## config.mk

```make
export PLATFORM = sky130hd
export DESIGN_NAME = branch_resolve_unit
export DESIGN_NICKNAME = d
export VERILOG_FILES = /design/src/rtl/branch_resolve_unit.sv
export SDC_FILE = /design/constraint.sdc
export NUM_CORES = 1
export LEC_CHECK = 0
export CAP_MARGIN = 30
export CELL_PAD_IN_SITES_DETAIL_PLACEMENT = 1
export CELL_PAD_IN_SITES_GLOBAL_PLACEMENT = 1
export CORE_MARGIN = 5
export CORE_UTILIZATION = 37
export DETAILED_ROUTE_END_ITERATION = 8
export GPL_TIMING_DRIVEN = 0
export PLACE_DENSITY = 0.79
export SYNTH_ARGS = -nofsm -noshare
export SYNTH_HDL_FRONTEND = slang
export SYNTH_SLANG_ARGS = --single-unit
```

## constraint.sdc

```tcl
create_clock -name clk_i -period 3.9 [get_ports clk_i]
set_clock_uncertainty 0.15 [all_clocks]
set_input_delay 0.39 -clock clk_i [delete_from_list [all_inputs] [get_ports clk_i]]
set_output_delay 0.39 -clock clk_i [all_outputs]
set_load 0.005 [all_outputs]
```

## src/rtl/branch_resolve_unit.sv

```systemverilog
// Branch condition resolver with 2-bit BHT; result latency 1 cycle, no backpressure (accepts every cycle).
// Optional macro BRU_STATS_EN adds saturating branch/mispredict counters.
module branch_resolve_unit #(
  parameter int DATA_W    = 32,
  parameter int BHT_DEPTH = 16,
  parameter int IDX_W     = 4
) (
  input  logic              clk_i,
  input  logic              rst_i,
  input  logic [IDX_W-1:0]  pred_idx_i,
  output logic              pred_taken_o,
  input  logic              valid_i,
  input  logic [2:0]        br_type_i,
  input  logic [DATA_W-1:0] src0_i,
  input  logic [DATA_W-1:0] src1_i,
  input  logic [IDX_W-1:0]  res_idx_i,
  input  logic              pred_taken_i,
  input  logic              flush_i,
  output logic              valid_o,
  output logic              taken_o,
  output logic              mispredict_o
`ifdef BRU_STATS_EN
  ,
  output logic [31:0]       br_cnt_o,
  output logic [31:0]       miss_cnt_o
`endif
);

  logic [1:0] bht_q [BHT_DEPTH];
  logic [1:0] ctr_cur;
  logic [1:0] ctr_d;
  logic       cond;
  logic       upd;
  logic       valid_q;
  logic       taken_q;
  logic       mispredict_q;

  always_comb begin
    cond = 1'b0;
    case (br_type_i)
      3'b000: cond = (src0_i == src1_i);
      3'b001: cond = ($signed(src0_i) <= $signed(src1_i));
      3'b010: cond = (src0_i != '0);
      3'b011: cond = (src0_i != src1_i);
      3'b100: cond = ($signed(src0_i) < $signed(src1_i));
      3'b101: cond = ($signed(src0_i) >= $signed(src1_i));
      3'b110: cond = (src0_i < src1_i);
      3'b111: cond = 1'b1;
      default: cond = 1'b0;
    endcase
  end

  assign upd     = valid_i & ~flush_i;
  assign ctr_cur = bht_q[res_idx_i];

  always_comb begin
    ctr_d = ctr_cur;
    if (cond) begin
      if (ctr_cur != 2'b11) ctr_d = ctr_cur + 2'd1;
    end else begin
      if (ctr_cur != 2'b00) ctr_d = ctr_cur - 2'd1;
    end
  end

  // Fetch sees the stored value only; an update in the same cycle is visible next cycle.
  assign pred_taken_o = bht_q[pred_idx_i][1];

  always_ff @(posedge clk_i) begin
    if (rst_i) begin
      for (int i = 0; i < BHT_DEPTH; i++) bht_q[i] <= 2'b01;
      valid_q      <= 1'b0;
      taken_q      <= 1'b0;
      mispredict_q <= 1'b0;
    end else begin
      if (upd) bht_q[res_idx_i] <= ctr_d;
      valid_q      <= upd;
      taken_q      <= cond;
      mispredict_q <= cond ^ pred_taken_i;
    end
  end

  assign valid_o      = valid_q;
  assign taken_o      = taken_q;
  assign mispredict_o = mispredict_q;

`ifdef BRU_STATS_EN
  logic [31:0] br_cnt_q;
  logic [31:0] miss_cnt_q;

  always_ff @(posedge clk_i) begin
    if (rst_i) begin
      br_cnt_q   <= '0;
      miss_cnt_q <= '0;
    end else if (valid_q) begin
      if (br_cnt_q != 32'hFFFF_FFFF) br_cnt_q <= br_cnt_q + 32'd1;
      if (mispredict_q && (miss_cnt_q != 32'hFFFF_FFFF)) miss_cnt_q <= miss_cnt_q + 32'd1;
    end
  end

  assign br_cnt_o   = br_cnt_q;
  assign miss_cnt_o = miss_cnt_q;
`endif

endmodule
```

* Yosys cells after proc, flatten, opt, wreduce, memory -nomap -nowiden
Memory sizes are Yosys's and may differ from the RTL's.
Index checks and enable logic that the tools add are counted.
** Storage, ports and cells
- Flip-flop bits (word level) :: 3
- Bits in writable memories :: 32
- Input bits :: 80
- Word-level logic and storage cells :: 39
- Memories kept :: 1
** Memory list
- bht_q :: depth 16, width 2, rd ports 2, clocked after Yosys merged registers in 0, wr ports 16, RTL line 29 : logic [1:0] bht_q [BHT_DEPTH];
** Operators by class
- $add $sub $neg :: 2
- Magnitude comparators :: 4
- Eq/ne operators :: 10
- Muxes and demuxes :: 12
- Bitwise gates (word level) :: 3
- Reduce and logical (&&, ||, !) cells :: 4
** Operators with widths (number)
- 32-bit < comparator :: 2
- 32-bit equality test :: 1
- 32-bit greater-or-equal comparator :: 1
- 32-bit <= comparator :: 1
- 32-bit != test :: 1
- 32-bit nonzero test :: 1
- 3-bit equality test, second input constant :: 4
- 2-bit two-way mux :: 4
- 1-bit case mux with 8 select lines :: 1
- 3-bit by 2-bit equality test with 1-bit output, second input constant :: 2
- 1-bit two-way mux :: 6
- 4-bit two-way mux :: 1
- 3-bit by 1-bit equality test with 1-bit output, second input constant :: 1
- 3-bit zero test :: 1
- 2-bit by 1-bit adder with 2-bit output, second input constant :: 1
- 2-bit != test, second input constant :: 1
- 2-bit nonzero test :: 1
- 2-bit OR reduction :: 1
- 2-bit by 1-bit subtractor with 2-bit output, second input constant :: 1
- 1-bit AND :: 1
- 1-bit NOT :: 1
- 1-bit XOR :: 1

* Logic depth before layout (Yosys ltp)
- Depth in word-level cells :: 7
- Gate-level depth with buffers :: 12

* Least setup slack after synthesis
No wires, ideal clock.
- Kind :: input -> register
- Start point :: input src1_i[31]
- End point :: memory bht_q[10][0] (data pin)
- Setup time :: 0.272 ns
- Arrival time :: 3.095 ns
- Required time :: 3.478 ns
- Setup slack :: 0.382 ns
- Cell stages on the path :: 12
- Path buffers :: 1
- Cell sequence :: inv_1 -> ha_1 -> nand4_2 -> or4_4 -> nor4_2 -> nor4b_1 -> a311o_1 -> a31oi_2 -> a21oi_1 -> a311oi_2 -> buf_4 -> nand3_1
** RTL lines
- from (decl) :: RTL line 15 : input logic [DATA_W-1:0] src1_i,
- to (decl) :: RTL line 29

==> metrics.md <==
| Metric | Value |
|---|---|
| Outcome | `completed` |
| Final antenna-violating net count | `0` |
| Most common cell on crit path | `o41ai_4` |
| Cts bufs inserted | `5` |
| Finished Layout Cells | `508` |
| CP cell instances | `clkdlybuf4s50_1 > inv_1 > ha_4 > nand4_1 > or4_4 > o41ai_4 > a2111oi_2 > nor4_2 > nand3_2 > o41ai_4 > a211oi_4 > buf_4 > nor3_1` |
| Slew @ Worst Pin | `0.680 ns` |
| Skew-Pair Late Insertion Delay | `0.29 ns` |
| First-pass GRT wire length | `15.5 mm` |
| Relative max-transition margin | `0.546` |
| Placement-stage cell area | `3920 µm²` |
| Nets | `517` |
| First drt pass iteration count | `4` |
| CP Data Required Time | `3.87 ns` |
| Iter 0 DRT Violations | `96` |
| # fillers | `884` |
| CTS Root Cell | `clkbuf_8` |
| Initial antenna violation count | `0` |
| Die X | `99.9 µm` |
| P_leak | `1.59 nW` |
| Setup TNS | `0 ns` |
| PortBufs | `80` |
| Total I/O pin count | `84` |
| Crit Path Class | `primary input to register` |
| # Max-Cap Violations | `0` |
| Post-synthesis sequential area ratio | `0.342` |
| Die Y | `99.9 µm` |
| Clock tree buffer depth | `2` |
| Slowest cell delay on critical path | `0.61 ns` |
| Vias in the first global route | `3114` |
| Most used flip-flop cell after synthesis | `edfxtp_1` |
| Crit end category | `register` |
| Peak VDD IR | `0.000233 V` |
| Psw | `322 µW` |
| Total wire length | `10.0 mm` |
| Mapped Area | `2990 µm²` |
| Final setup violation count | `0` |
| Pin count of the biggest net entering global routing | `13` |
| Pins over their slew limit | `0` |
| Placeable Area | `7810 µm²` |
| CP max stage cell | `or4_4` |
| Crit path arrival time | `3.79 ns` |
| Asr flop ratio synth | `0` |
| Clock share of power | `0.295` |
| Site row count | `32` |
| Gate Count Post-Synth | `311` |
| Max Clk Rate | `262 MHz` |
| Clk sinks | `35` |
| Synth Register Bits | `35` |
| DIE AREA | `9980 µm²` |
| Routability cong. | `0.790` |
| Distinct cells, synth | `46` |
| DR vias/cell | `5.51` |
| Sequential power share | `0.381` |
| Most common cell after layout, fill and taps aside | `clkdlybuf4s50_1` |
| Tot GR Track Use | `0.198` |
| Starting Density | `0.383` |
| Most frequent cells in the layout | `clkdlybuf4s50_1 (80), inv_1 (35), edfxtp_1 (32)` |
| HPWL after DPL | `7.43 mm` |
| Syn avg cell area | `9.61 µm²` |
| Mapped Nets | `423` |
| Combinational Power Share | `0.325` |
| H-Tree Depth | `2` |
| Placed cell count | `493` |
| CP Launch Type | `primary input` |
| Via count | `2800` |
| DRC viols | `0` |
| CTS tree | `yes` |
| Total of warnings raised by yosys | `0` |
| Power Density | `260 nW/µm²` |
| Gr ovfl total | `0` |
| Worst Path Max Fanout | `6` |
| Hold Crit Class | `primary input to register` |
| Fin util | `0.549` |
| Fin crit period | `3.82 ns` |
| Layout cells sized above 1 | `0.170` |
| Switching power share of the total | `0.288` |
| Routed len/inst | `19.7 µm` |
| P&R area growth vs syn | `43.4%` |
| CP top delay family | `simple AND/OR/NAND/NOR gates` |
| Antenna diodes | `0` |
| Count of hold-fix buffers inserted at cts | `0` |
| RSZ-0062 raised after global routing | `yes` |
| Final Cycle Share | `0.979` |
| Crit path buffers/inverters | `3` |
| Final hold vios | `0` |
| Power Internal | `794 µW` |
| Clk slew on worst S/H paths | `0.08 ns` |
| Post-synth EDFFs | `32` |
| Final instance area | `4290 µm²` |
[stage by stage]
stage,setup WS [ns],power (mW),hold WS (ns)
detailed placement,-0.678,0.735,0.867
CTS,0.00577,1.09,0.553
global route,-0.0617,1.17,0.558
global placement,-0.629,0.724,0.839
floorplan,0.382,0.589,0.354
finish,0.0810,1.12,0.557
[cell families (layout without fill, tap and decap cells)]
logic type                 after synthesis  in the layout  share of synthesized area
and+or+nand+nor                        140            140                      0.255
buffers and inverters                   47            142                     0.0607
AOI/OAI and AO/OA                       42             42                     0.0959
DFF                                     35             35                      0.342
adders and majority gates               32             32                      0.134
muxes                                   15             15                      0.113
[path summary, 6_finish.rpt]
path / startpoint / depth (start not counted) / slack [ns] / endpoint
min: flush_i / 2 / 0.56 / valid_o
max: src1_i[27] / 13 / 0.08 / bht_q[4][1]
min reg2reg: bht_q[5][1] / 7 / 1.26 / bht_q[12][0]
max reg2reg: bht_q[15][1] / 7 / 1.08 / bht_q[3][0]
[what timing repair did]
item | 4_1_cts | 5_1_grt
gates resized for setup | 11 | 20
endpoints found under the hold margin | 0 | 0
buffers inserted | 5 | 2
pin swaps | 4 | 8
endpoints found under the setup margin | 32 | 33
gates cloned | 0 | 0
[area by class of cell]
class | count | area, µm² | area share
Multi-Input combinational cell | 229 | 1980 | 0.463
Sequential cell | 35 | 1020 | 0.238
Timing Repair Buffer | 87 | 853 | 0.199
Inverter | 35 | 131 | 0.0307
Tap cell | 102 | 128 | 0.0298
Clock buffer | 6 | 72.6 | 0.0169
Buffer | 12 | 57.6 | 0.0134
Clock inverter | 2 | 37.5 | 0.00876
[metal layers]
metal	track usage	vias up	part of all wire
li1	-	1339	-
met3	0.0320	27	0.032
met5	0	-	0
met2	0.399	62	0.57
met4	0.0546	0	0.030
met1	0.208	1372	0.37
[cells in the mapped netlist (4+ instances only)]
cell type | number | area, µm²
nand3_1 | 12 | 60.1
nand2_1 | 31 | 116
nand4_1 | 5 | 31.3
nor4_1 | 9 | 56.3
edfxtp_1 | 32 | 961
nor2_1 | 25 | 93.8
or2_2 | 9 | 56.3
o21ai_0 | 7 | 35.0
mux4_2 | 15 | 338
nor2b_1 | 4 | 25.0
inv_1 | 35 | 131
ha_1 | 32 | 400
nand2b_1 | 15 | 93.8
nor3_1 | 11 | 55.1
clkbuf_1 | 8 | 30.0
a21oi_1 | 20 | 100
[power by group through the flow]
stage	logic, mW	clock network, mW	registers, mW
floorplan	0.159	0	0.430
detailed placement	0.303	0	0.432
finish	0.362	0.329	0.424
CTS	0.333	0.331	0.424
global route	0.393	0.350	0.425
global placement	0.292	0	0.432
[registers in the layout, summed over array words and instances, names as in the netlist]
register      count
valid_o           1
taken_o           1
mispredict_o      1
bht_q            32
[worst reg2reg max path, stage by stage (launching register included)]
cell and delay [ns]:
edfxtp_1 0.43, mux4_2 0.50, mux4_2 0.54, nand3_2 0.17, o41ai_4 0.09, a311oi_4 0.36
buf_4 0.21, nand3_2 0.09
Note: power is estimated with default switching activity, not from simulation.
